File: config.mk
export PLATFORM = sky130hd
export DESIGN_NAME = histogram_cdf_builder
export DESIGN_NICKNAME = d
export VERILOG_FILES = /design/src/rtl/histogram_cdf_builder.sv
export SDC_FILE = /design/constraint.sdc
export NUM_CORES = 1
export LEC_CHECK = 0
export BUFFER_PORTS_ARGS = -buffer_cell sky130_fd_sc_hd__clkbuf_2
export CAP_MARGIN = 20
export CORE_ASPECT_RATIO = 0.5
export CORE_MARGIN = 2
export CORE_UTILIZATION = 45
export DETAILED_ROUTE_END_ITERATION = 8
export GPL_ROUTABILITY_DRIVEN = 0
export PLACE_DENSITY = 0.68
export SKIP_CTS_REPAIR_TIMING = 1
export SLEW_MARGIN = 20
export SYNTH_ARGS = -nofsm -noshare
export SYNTH_HDL_FRONTEND = slang
export SYNTH_SLANG_ARGS = --single-unit
export TNS_END_PERCENT = 10
File: constraint.sdc
create_clock -name clk -period 6.4 [get_ports clk]
set_input_delay 0.64 -clock clk [delete_from_list [all_inputs] [get_ports clk]]
set_output_delay 0.64 -clock clk [all_outputs]
set_load 0.02 [all_outputs]
File: src/rtl/histogram_cdf_builder.sv
// Builds a pixel histogram in an external RAM, then turns it in place into an inclusive CDF.
// Optional HISTOGRAM_CDF_MIN_EN adds capture of the smallest nonzero CDF value on cdf_min.
module histogram_cdf_builder #(
  parameter int IMAGE_WIDTH      = 320,
  parameter int IMAGE_HEIGHT     = 240,
  parameter int PIXEL_WIDTH      = 8,
  parameter int HIST_DATA_WIDTH  = $clog2(IMAGE_WIDTH*IMAGE_HEIGHT) + 1,
  parameter int IMAGE_ADDR_WIDTH = $clog2(IMAGE_WIDTH*IMAGE_HEIGHT)
) (
  input  logic                        clk,
  input  logic                        rst,
  input  logic                        start,
  input  logic                        stop,
  input  logic                        is_image_RAM_available,
  input  logic [PIXEL_WIDTH-1:0]      image_RAM_data,
  output logic                        image_RAM_CE,
  output logic [IMAGE_ADDR_WIDTH-1:0] image_RAM_address,
  output logic [PIXEL_WIDTH-1:0]      histogram_RAM_address,
  output logic                        histogram_RAM_WE,
  output logic [HIST_DATA_WIDTH-1:0]  histogram_RAM_wdata,
  input  logic [HIST_DATA_WIDTH-1:0]  histogram_RAM_rdata,
  output logic                        busy,
  output logic                        done,
  output logic [HIST_DATA_WIDTH-1:0]  cdf_min
);

  localparam int NPIX = IMAGE_WIDTH * IMAGE_HEIGHT;
  localparam logic [IMAGE_ADDR_WIDTH-1:0] LAST_PIX = IMAGE_ADDR_WIDTH'(NPIX - 1);
  localparam logic [PIXEL_WIDTH-1:0]      LAST_BIN = '1;

  typedef enum logic [2:0] {
    IDLE, CLEAR, SCAN_FETCH, SCAN_READ, SCAN_WRITE, ACC_READ, ACC_WRITE, DONE
  } state_t;

  state_t                      state_q, state_d;
  logic [IMAGE_ADDR_WIDTH-1:0] n_q, n_d;
  logic [PIXEL_WIDTH-1:0]      k_q, k_d;
  logic [PIXEL_WIDTH-1:0]      pix_q, pix_d;
  logic [HIST_DATA_WIDTH-1:0]  sum_q, sum_d;
  logic [HIST_DATA_WIDTH-1:0]  acc_value;

  assign acc_value = sum_q + histogram_RAM_rdata;
  assign busy      = (state_q != IDLE) && !rst;
  assign done      = (state_q == DONE) && !rst;

  always_ff @(posedge clk) begin
    if (rst) begin
      state_q <= IDLE;
      n_q     <= '0;
      k_q     <= '0;
      pix_q   <= '0;
      sum_q   <= '0;
    end else begin
      state_q <= state_d;
      n_q     <= n_d;
      k_q     <= k_d;
      pix_q   <= pix_d;
      sum_q   <= sum_d;
    end
  end

  // stop holds every register and masks the RAM strobes; addresses stay driven
  // so the synchronous histogram read data remains valid across the freeze.
  always_comb begin
    state_d               = state_q;
    n_d                   = n_q;
    k_d                   = k_q;
    pix_d                 = pix_q;
    sum_d                 = sum_q;
    image_RAM_CE          = 1'b0;
    image_RAM_address     = '0;
    histogram_RAM_address = '0;
    histogram_RAM_WE      = 1'b0;
    histogram_RAM_wdata   = '0;
    if (!rst) begin
      case (state_q)
        IDLE: begin
          if (start && !stop) begin
            state_d = CLEAR;
            k_d     = '0;
          end
        end
        CLEAR: begin
          histogram_RAM_address = k_q;
          histogram_RAM_WE      = !stop;
          if (!stop) begin
            k_d = k_q + 1'b1;
            if (k_q == LAST_BIN) begin
              state_d = SCAN_FETCH;
              n_d     = '0;
            end
          end
        end
        SCAN_FETCH: begin
          image_RAM_CE      = !stop;
          image_RAM_address = n_q;
          if (!stop && is_image_RAM_available) state_d = SCAN_READ;
        end
        SCAN_READ: begin
          histogram_RAM_address = image_RAM_data;
          if (!stop) begin
            pix_d   = image_RAM_data;
            state_d = SCAN_WRITE;
          end
        end
        SCAN_WRITE: begin
          histogram_RAM_address = pix_q;
          histogram_RAM_WE      = !stop;
          histogram_RAM_wdata   = histogram_RAM_rdata + HIST_DATA_WIDTH'(1);
          if (!stop) begin
            if (n_q == LAST_PIX) begin
              state_d = ACC_READ;
              k_d     = '0;
              sum_d   = '0;
            end else begin
              n_d     = n_q + 1'b1;
              state_d = SCAN_FETCH;
            end
          end
        end
        ACC_READ: begin
          histogram_RAM_address = k_q;
          if (!stop) state_d = ACC_WRITE;
        end
        ACC_WRITE: begin
          histogram_RAM_address = k_q;
          histogram_RAM_WE      = !stop;
          histogram_RAM_wdata   = acc_value;
          if (!stop) begin
            sum_d = acc_value;
            if (k_q == LAST_BIN) begin
              state_d = DONE;
            end else begin
              k_d     = k_q + 1'b1;
              state_d = ACC_READ;
            end
          end
        end
        DONE: begin
          if (!stop) state_d = IDLE;
        end
        default: state_d = IDLE;
      endcase
    end
  end

`ifdef HISTOGRAM_CDF_MIN_EN
  logic [HIST_DATA_WIDTH-1:0] cdf_min_q, cdf_min_d;

  // The CDF is monotonic, so the first nonzero write is also the smallest one.
  always_comb begin
    cdf_min_d = cdf_min_q;
    if (!stop) begin
      if (state_q == IDLE && start)
        cdf_min_d = '0;
      else if (state_q == ACC_WRITE && cdf_min_q == '0 && acc_value != '0)
        cdf_min_d = acc_value;
    end
  end

  always_ff @(posedge clk) begin
    if (rst) cdf_min_q <= '0;
    else     cdf_min_q <= cdf_min_d;
  end

  assign cdf_min = cdf_min_q;
`else
  assign cdf_min = '0;
`endif

endmodule

==> Word level (Yosys, flattened, before mapping) <==
Cells that the tools add are included.
{ "totals": {"ramBits": 0, "mem_bits_ro": 0, "inputBits": 31, "reg_bits": 54, "latchBits": 0, "elab_cells": 87, "mem_count": 0} }
{ "classes": {"n_mul": 0, "bitwise_logic": 1, "eq_ne": 21, "n_reduce_logical": 18, "order_cmp": 0, "n_shift": 0, "n_mux": 38, "n_addsub": 4, "div": 0} }
{ "op_table": {"columns": ["operator", "count"], "rows": [
  ["two-way mux 17 bit", 6],
  ["two-way mux 18 bit", 4],
  ["one-hot mux 18 bit (2 select lines)", 2],
  ["two-way mux 8 bit", 7],
  ["one-hot mux 17 bit (2 select lines)", 1],
  ["one-hot mux 8 bit (4 select lines)", 1],
  ["two-way mux 3 bit", 10],
  ["!= test 2 bit, second input constant", 12],
  ["one-hot mux 3 bit (8 select lines)", 1],
  ["one-hot mux 8 bit (3 select lines)", 1],
  ["adder 18 x 1 -> 18 bit, second input constant", 1],
  ["adder 18 bit", 1],
  ["adder 17 x 1 -> 17 bit, second input constant", 1],
  ["equality test 17 bit, second input constant", 1],
  ["equality test 3 bit, second input constant", 4],
  ["AND reduction 9 bit", 1],
  ["adder 8 x 1 -> 8 bit, second input constant", 1],
  ["equality test 8 bit, second input constant", 1],
  ["AND reduction 7 bit", 1],
  ["equality test 3 x 2 -> 1 bit, second input constant", 2],
  ["OR reduction 3 bit", 2],
  ["AND reduction 5 bit", 1],
  ["logical AND 1 bit", 4],
  ["two-way mux 1 bit", 4],
  ["other kinds (10)", 12]
]} }

==> Depth between registers and ports, before layout <==
Gate-level depths: netlist of the first run.
{ "depth": {"depth_word": 4, "ltp_mapped": 10} }

==> Worst setup path before layout of the first run <==
OpenSTA, ideal clock, no wires.
{ "synth_timing": {"kind": "input-to-output", "start": "input histogram_RAM_rdata[0]", "end": "output histogram_RAM_wdata[14]", "arrival_time_ns": 2.848, "n_path_buf": 0, "path_slack_ns": 2.912, "t_required_ns": 5.760, "cell_stages": 10, "path_cell_list": "ha_1 > inv_1 > fa_1 > nor2b_1 > o21ai_0 > a21oi_1 > nor2_1 > o311ai_0 > nor3b_1 > nor3_1"} }
{ "synth_between": {"elab_chain_cells": 3, "word_cells_on_any_way": 4, "cone_classes": "2 x add/sub; 2 x mux"} }
{ "synth_lines": {"columns": ["item", "line", "text"], "rows": [
  ["start: declaration", "21", "input logic [HIST_DATA_WIDTH-1:0] histogram_RAM_rdata,"],
  ["adder 18 bit / adder 18 x 1 -> 18 bit (equally long branches)", "42, 109", null],
  ["one-hot mux 18 bit (2 select lines) (*)", "76", "case (state_q)"],
  ["two-way mux 18 bit (*)", "75", "if (!rst) begin"],
  ["end: declaration", "20", "output logic [HIST_DATA_WIDTH-1:0] histogram_RAM_wdata,"]
]} }
Mark *: on every way between the ends. The rest lies on a longest branch, timed or not.

==> Worst setup path in the final report of the first run <==
Ends and elaborated chain as after synthesis.

==> results of run 1 <==
## power by group through the flow
stage	Sequential (W)	Combinational, W	Clock (W)
after floorplan	0.000346	0.0000928	0
after global placement	0.000350	0.000110	0
after detailed placement	0.000350	0.000111	0
after CTS	0.000342	0.000111	0.000281
after global routing	0.000343	0.000125	0.000292
final	0.000343	0.000112	0.000272
## layout make-up
type	count	area share (%)
clock buffer	5	2.561
clock inverter	2	0.3073
inverter	13	0.9987
multi-input combinational	475	62.33
sequential	54	22.15
tap	135	3.457
timing repair buffer	79	8.195
## state kept, by name, summed over array words and instances, names as in the netlist
| name | count |
|---|---|
| state_q | 3 |
| n_q | 17 |
| pix_q | 8 |
| k_q | 8 |
| sum_q | 18 |
## stage by stage
stage,hold slack (ns),cell area (um2),setup WS (ns),cells
3_3_place_gp,0.4400,4737,2.598,756
6_report,0.4650,4886,2.521,763
4_1_cts,0.4680,4877,2.496,763
5_1_grt,0.4729,4886,2.257,763
2_1_floorplan,0.4301,4472,2.912,590
3_5_place_dp,0.4507,4737,2.535,756
## synthesized netlist by cell type (14+ instances only)
cell and n:
o21ai_0 17, nor2_1 84, xnor2_1 23, a21oi_1 41, nand2_1 32, nand3_1 26, and2_1 22, buf_4 18
ha_1 20, dfxtp_1 54, xor2_1 25, nor3_1 17, a211oi_1 16, clkbuf_1 20, nand4_1 14
## kinds of logic after synthesis
group                      count (synthesis)
buffers and inverters                     61
muxes                                     13
other                                      1
xor gates and xnor gates                  48
AOI/OAI and AO/OA                        136
adders and majority gates                 21
and+or+nand+nor                          239
DFF                                       54
## worst paths after layout
path / start / end / slack, ns / depth (start not counted)
setup reg to reg: state_q[0]$_SDFFE_PP0P_ / n_q[15]$_SDFFE_PP0P_ / 3.21 / 7
setup / recovery: histogram_RAM_rdata[0] / histogram_RAM_wdata[14] / 2.52 / 12
hold / removal: sum_q[0]$_SDFFE_PP0P_ / sum_q[0]$_SDFFE_PP0P_ / 0.47 / 2
hold reg to reg: sum_q[0]$_SDFFE_PP0P_ / sum_q[0]$_SDFFE_PP0P_ / 0.47 / 2
## critical path: stages
cell	delay, ns
clkbuf_2	0.13
ha_1	0.20
inv_1	0.06
fa_1	0.40
nor2b_1	0.11
o21ai_0	0.11
a21oi_1	0.25
nor2_1	0.14
o311ai_0	0.66
nor3b_1	0.11
nor3_1	0.21
clkbuf_2	0.20
## metal layers
layer,part of all wire [%],GRT usage (%),up-vias
li1,-,-,2128
met1,50,29.70,1916
met2,44,33.65,91
met3,4.9,3.928,6
met4,0.72,3.486,0
met5,0,0,-
==> qor.yml, run 1 <==
timing:
  max_freq_mhz: 257.8
  setup_violations: 0
  setup_tns_ns: 0
  fin_crit_sh_pct: 60.61
  skew_ns: 0.009087
  worst_pin_slew_ns: 0.9232
  finalCriticalPeriod_ns: 3.879
  max_slew_margin_pct: 38.12
  finalHoldViolCount: 0
  rsz0062_at_grt: "no"
  report.final.slew_viol_count: 0
drt:
  drtAntennaViolNets: 0
  drtIter0Drc: 233
  finalWirelength_um: 10860
  wl_per_cell_um: 14.23
  drc: 0
  dr.pass1.iters: 4
  vias_per_cell: 5.427
  dr_total_vias: 4141
worst_setup_path:
  crit_arrival_ns: 3.24
  path_class: "input pin to primary output"
  cp_max_fo: 5
  start_kind: "input pin"
  end_kind: "primary output"
  worstPathRequired_ns: 5.76
global_route:
  antenna_found_initial: 0
  grt_pass1_vias: 3701
  track_usage_pct: 20.81
  grt_pass1_wl_um: 17760
  grt_max_degree: 61
  grt-ovfl-total: 0
floorplan:
  dieArea_mm2: 0.01065
  row_count: 25
  dieWidth_um: 144.0
  start_util_pct: 46.51
  coreArea_mm2: 0.009478
  io_pins: 96
  die_y_um: 73.99
placed_design:
  portBuffers: 77
  dpl.hpwl_um: 7976
cells_and_area:
  antenna_cells: 0
  final_nets: 680
  syn2layout_area_growth_pct: 10.84
  final_cell_mix: "84 x nor2_1, 77 x clkbuf_2, 53 x dfxtp_1"
  regArea_mm2: 0.001082
  nFillCells: 992
  finish.utilization_pct: 51.55
  layout-drive-gt1-share_pct: 17.20
  multi_input_area_mm2: 0.003045
  final_common_cell: "nor2_1"
synthesis:
  synthCells: 573
  synth_fa_ha_area_share_pct: 6.131
  synth.area.mux_share_pct: 3.009
  synth_xor_area_share_pct: 9.537
  synth_cell_types: 70
  synthSimpleGateAreaFrac_pct: 27.59
  synth_top_family_by_area: "simple AND/OR/NAND/NOR gates"
  ys.flop_type: "dfxtp_1"
  syn-cell-area_mm2: 0.004408
  synth_edf_count: 0
  yosysTopAreaCell: "dfxtp_1"
  synth-seq-cells: 54
  synth_warnings: 0
  synth_compound_area_share_pct: 20.95
  synth_top_area_share_pct: 24.52
  ys_async_sr_fraction_pct: 0
  synth-seq-area-share_pct: 24.52
  syn-mean-instance-area_um2: 7.693
  synth_area_leaders: "dfxtp_1 25%, nor2_1 7.2%, ha_1 5.7%, xor2_1 5.0%, a21oi_1 4.7%"
cts:
  cts.root.buffer_cell: "clkbuf_16"
  clk_pin_slew_worst_paths_ns: 0.08
  cts.path.max_buffers: 2
  ctsHtreeMaxLevel: 2
  cts_buffers: 5
  cts.sinks: 54
  cts_tree: "done"
  clock_latency_ns: 0.30
outcome:
  status: "complete, no violations"
power_and_ir_drop:
  p_clk_share_pct: 37.5
  p_comb_share_pct: 15.4
  p_int_w: 0.0005182
  worst_ir_drop_vdd_mv: 0.1073
  switchingPower_w: 0.0002083
  p_sw_share_pct: 28.67
  pwr-share-seq_pct: 47.2
  leakage_nw: 1.964
  power.total_w: 0.0007265
  power_density_mw_per_mm2: 148.7
hold_path:
  hold_path.class: "flop to flop"
job:
  maxCapViolations: 0
Power figures use the tool's default switching activity.
==> inputs of run 2 (changes only) <==
ABC_AREA = 1   (was default)
PLACE_DENSITY = 0.67   (was 0.68)
clock period = 4.02 ns   (was 6.4 ns; I/O delays follow)
==> run 2 against run 1 <==
Effect of this change:
- non-clock buffer count is the same
- design area rose by 12%
- area after synthesis grew 12%
- hold slack got worse by 0.098 ns
- total power grew to 2.8 times the previous value
- clock-buffer cell count is the same
- via count up 29%
- largest cell class unchanged
- sequential cell count stayed put
- die area rose by 12%
==> qor.yml, run 2 <==
cts:
  cts.sinks: 54  # unchanged
  clk_pin_slew_worst_paths_ns: 0.08  # about the same
  cts.path.max_buffers: 2  # unchanged
  ctsHtreeMaxLevel: 2  # unchanged
  clock_latency_ns: 0.30  # about the same
  cts.root.buffer_cell: "clkbuf_16"
  cts_tree: "done"
  cts_buffers: 5  # unchanged
placed_design:
  portBuffers: 77  # unchanged
  dpl.hpwl_um: 10580  # +33%
  dp_worst_setup_slack_ns: 1.202  # -1.334 ns
cells_and_area:
  syn2layout_area_growth_pct: 10.17
  final_nets: 930  # +37%
  multi_input_area_mm2: 0.003268  # +7.3%
  regMostFlops: "sum_q"
  nFillCells: 1134  # +14%
  reg_top3: "sum_q: 18 flops, n_q: 17 flops"
  final_cell_mix: "186 x nand2_1, 122 x nor2_1, 88 x inv_1"
  antenna_cells: 0  # unchanged
  regArea_mm2: 0.001081  # -0.12%
  final_common_cell: "nand2_1"
  layout-drive-gt1-share_pct: 15.93  # -1.3 points
  largest_reg_flops: 18  # unchanged
timing:
  rsz0062_at_grt: "no"
  max_freq_mhz: 331.9
  report.final.slew_viol_count: 0  # unchanged
  setup_violations: 0  # unchanged
  fin_crit_sh_pct: 74.96
  finalHoldViolCount: 0  # unchanged
  max_slew_margin_pct: 49.64  # +12 points
  worst_pin_slew_ns: 0.7555  # -0.1677 ns
  worst_slack_ns: 1.007  # -1.515 ns
  skew_ns: 0.006735  # -0.002352 ns
  finalCriticalPeriod_ns: 3.013
  setup_tns_ns: 0  # unchanged
floorplan:
  dieWidth_um: 152.3  # +5.8%
  die_y_um: 78.14  # +5.6%
  io_pins: 96  # unchanged
  coreArea_mm2: 0.01044  # +10%
  row_count: 26  # +4.0%
  dieArea_mm2: 0.01190  # +12%
  start_util_pct: 47.38  # +0.87 points
outcome:
  status: "complete, no violations"
drt:
  drtAntennaViolNets: 0  # unchanged
  wl_per_cell_um: 13.77  # -3.2%
  drc: 0  # unchanged
  vias_per_cell: 5.254  # -3.2%
  finalWirelength_um: 14030  # +29%
  dr.pass1.iters: 5  # +1
  dr_total_vias: 5354  # +29%
  drtIter0Drc: 439  # +88%
worst_setup_path:
  end_kind: "primary output"
  slowest_delay_ns: 0.58  # -0.08 ns
  cp_max_fo: 13  # +8
  rrSetupSlack_ns: 1.32  # -1.89 ns
  path_class: "flop to primary output"
  regToRegStartpoint: "state_q[0]$_SDFFE_PP0P_"
  reg2reg_to: "n_q[0]$_SDFFE_PP0P_"
  path_buf_inv: 2  # -1
  path_cells: "nand2_1 -> nor2_2 -> inv_2 -> a21oi_1 -> o21ai_0 -> a21oi_1 -> clkbuf_2"
  crit_family: "simple AND/OR/NAND/NOR gates"
  slowest_stage: "dfxtp_1"
  reg2reg_depth: 9  # +2
  start_kind: "flop"
  path_common_cell: "a21oi_1"
  crit_arrival_ns: 2.61  # -0.63 ns
  worstPathRequired_ns: 3.62  # -2.14 ns
synthesis:
  synth_warnings: 0  # unchanged
  synth-seq-area-share_pct: 21.85  # -2.7 points
  yosysMostFrequentCell: "nand2_1"
  synth_area_leaders: "dfxtp_1 22%, nand2_1 14%, nor2_1 9.3%, a21oi_1 6.8%, inv_1 6.7%"
  synthCells: 816  # +42%
  synth_edf_count: 0  # unchanged
  synth_common_cells: "186 x nand2_1, 122 x nor2_1, 88 x inv_1, 67 x a21oi_1, 56 x nand3_1"
  ys.flop_type: "dfxtp_1"
  synth_top_area_share_pct: 21.85  # -2.7 points
  syn-cell-area_mm2: 0.004947  # +12%
  yosysTopAreaCell: "dfxtp_1"
  syn-mean-instance-area_um2: 6.063  # -21%
  synth_cell_types: 43  # -39%
  synth-seq-cells: 54  # unchanged
  ys_async_sr_fraction_pct: 0  # unchanged
hold_path:
  hold_end: "pix_q[2]$_SDFFE_PP0P_"
  min-delay-start: "image_RAM_data[2]"
  hold_depth: 3  # +1
  hold_path.class: "input pin to flop"
power_and_ir_drop:
  worst_ir_drop_vdd_mv: 0.2556  # +140%
  power_density_mw_per_mm2: 368.0  # +150%
  leakage_nw: 2.376  # +21%
global_route:
  antenna_found_initial: 0  # unchanged
  grt-ovfl-total: 0  # unchanged
  grt_max_degree: 66  # +8.2%
  grt_pass1_vias: 4898  # +32%
  track_usage_pct: 23.82  # +3.0 points
  grt_pass1_wl_um: 23610  # +33%
job:
  maxCapViolations: 0  # unchanged
-- run 2: area by class of cell --
cell class                 count  area share, %
inverter                      97          6.818
timing repair buffer          79          7.346
sequential                    54          19.83
tap                          140          3.214
multi-input combinational    641          59.96
clock buffer                   5          2.296
clock inverter                 3         0.5280
-- run 2: per-stage QoR --
stage	utilization (%)	power (W)	cells	cell area (um2)	hold slack, ns
after floorplan	-	0.001397	833	5011	0.4529
after global placement	50.72	0.001526	1011	5296	0.4647
after detailed placement	50.72	0.001535	1011	5296	0.4704
after CTS	52.19	0.002018	1019	5450	0.3595
after global routing	52.19	0.002149	1019	5450	0.3870
final	52.19	0.002006	1019	5450	0.3671
-- run 2: worst max-delay path by stage --
| stage | endpoint | slack [ns] | cells after the start | start |
|---|---|---|---|---|
| after detailed placement | histogram_RAM_wdata[12] | 1.20 | 14 | histogram_RAM_rdata[0] |
| after floorplan | histogram_RAM_wdata[12] | 1.62 | 12 | histogram_RAM_rdata[0] |
| final | histogram_RAM_wdata[8] | 1.01 | 7 | state_q[2]$_SDFFE_PP0P_ |
| after CTS | histogram_RAM_wdata[8] | 1.03 | 7 | state_q[2]$_SDFFE_PP0P_ |
| after global placement | histogram_RAM_wdata[12] | 1.28 | 14 | histogram_RAM_rdata[0] |
| after global routing | histogram_RAM_wdata[8] | 0.80 | 7 | state_q[2]$_SDFFE_PP0P_ |
-- run 2: cells by family after synthesis --
group           count (synthesis)  share of synthesized area [%]
simple gates                  448                          40.06
compound gates                136                          15.98
fa+ha+maj                      21                          5.463
buf+inv                       138                          13.38
flops                          54                          21.85
other cells                     1                        0.07580
xor+xnor                       18                          3.187
-- run 2: worst min-delay path: stages --
cell and delay, ns:
clkbuf_2 0.09, o21ai_0 0.07, nor2_1 0.08
-- run 2: routing by layer --
layer | wire length, um | share of wire, % | track usage (%)
met1 | 6743 | 48 | 32.60
met2 | 6234 | 44 | 39.77
met3 | 867 | 6.2 | 3.755
met4 | 189 | 1.3 | 5.421
met5 | 0 | 0 | 0
-- run 2: report_power, final --
part | switching [W] | internal [W] | leakage, nW
clock | 0.000237 | 0.000239 | 0.0759
combinational | 0.000650 | 0.000250 | 1.86
sequential | 0.0000531 | 0.000577 | 0.436
total | 0.000940 | 0.00107 | 2.38
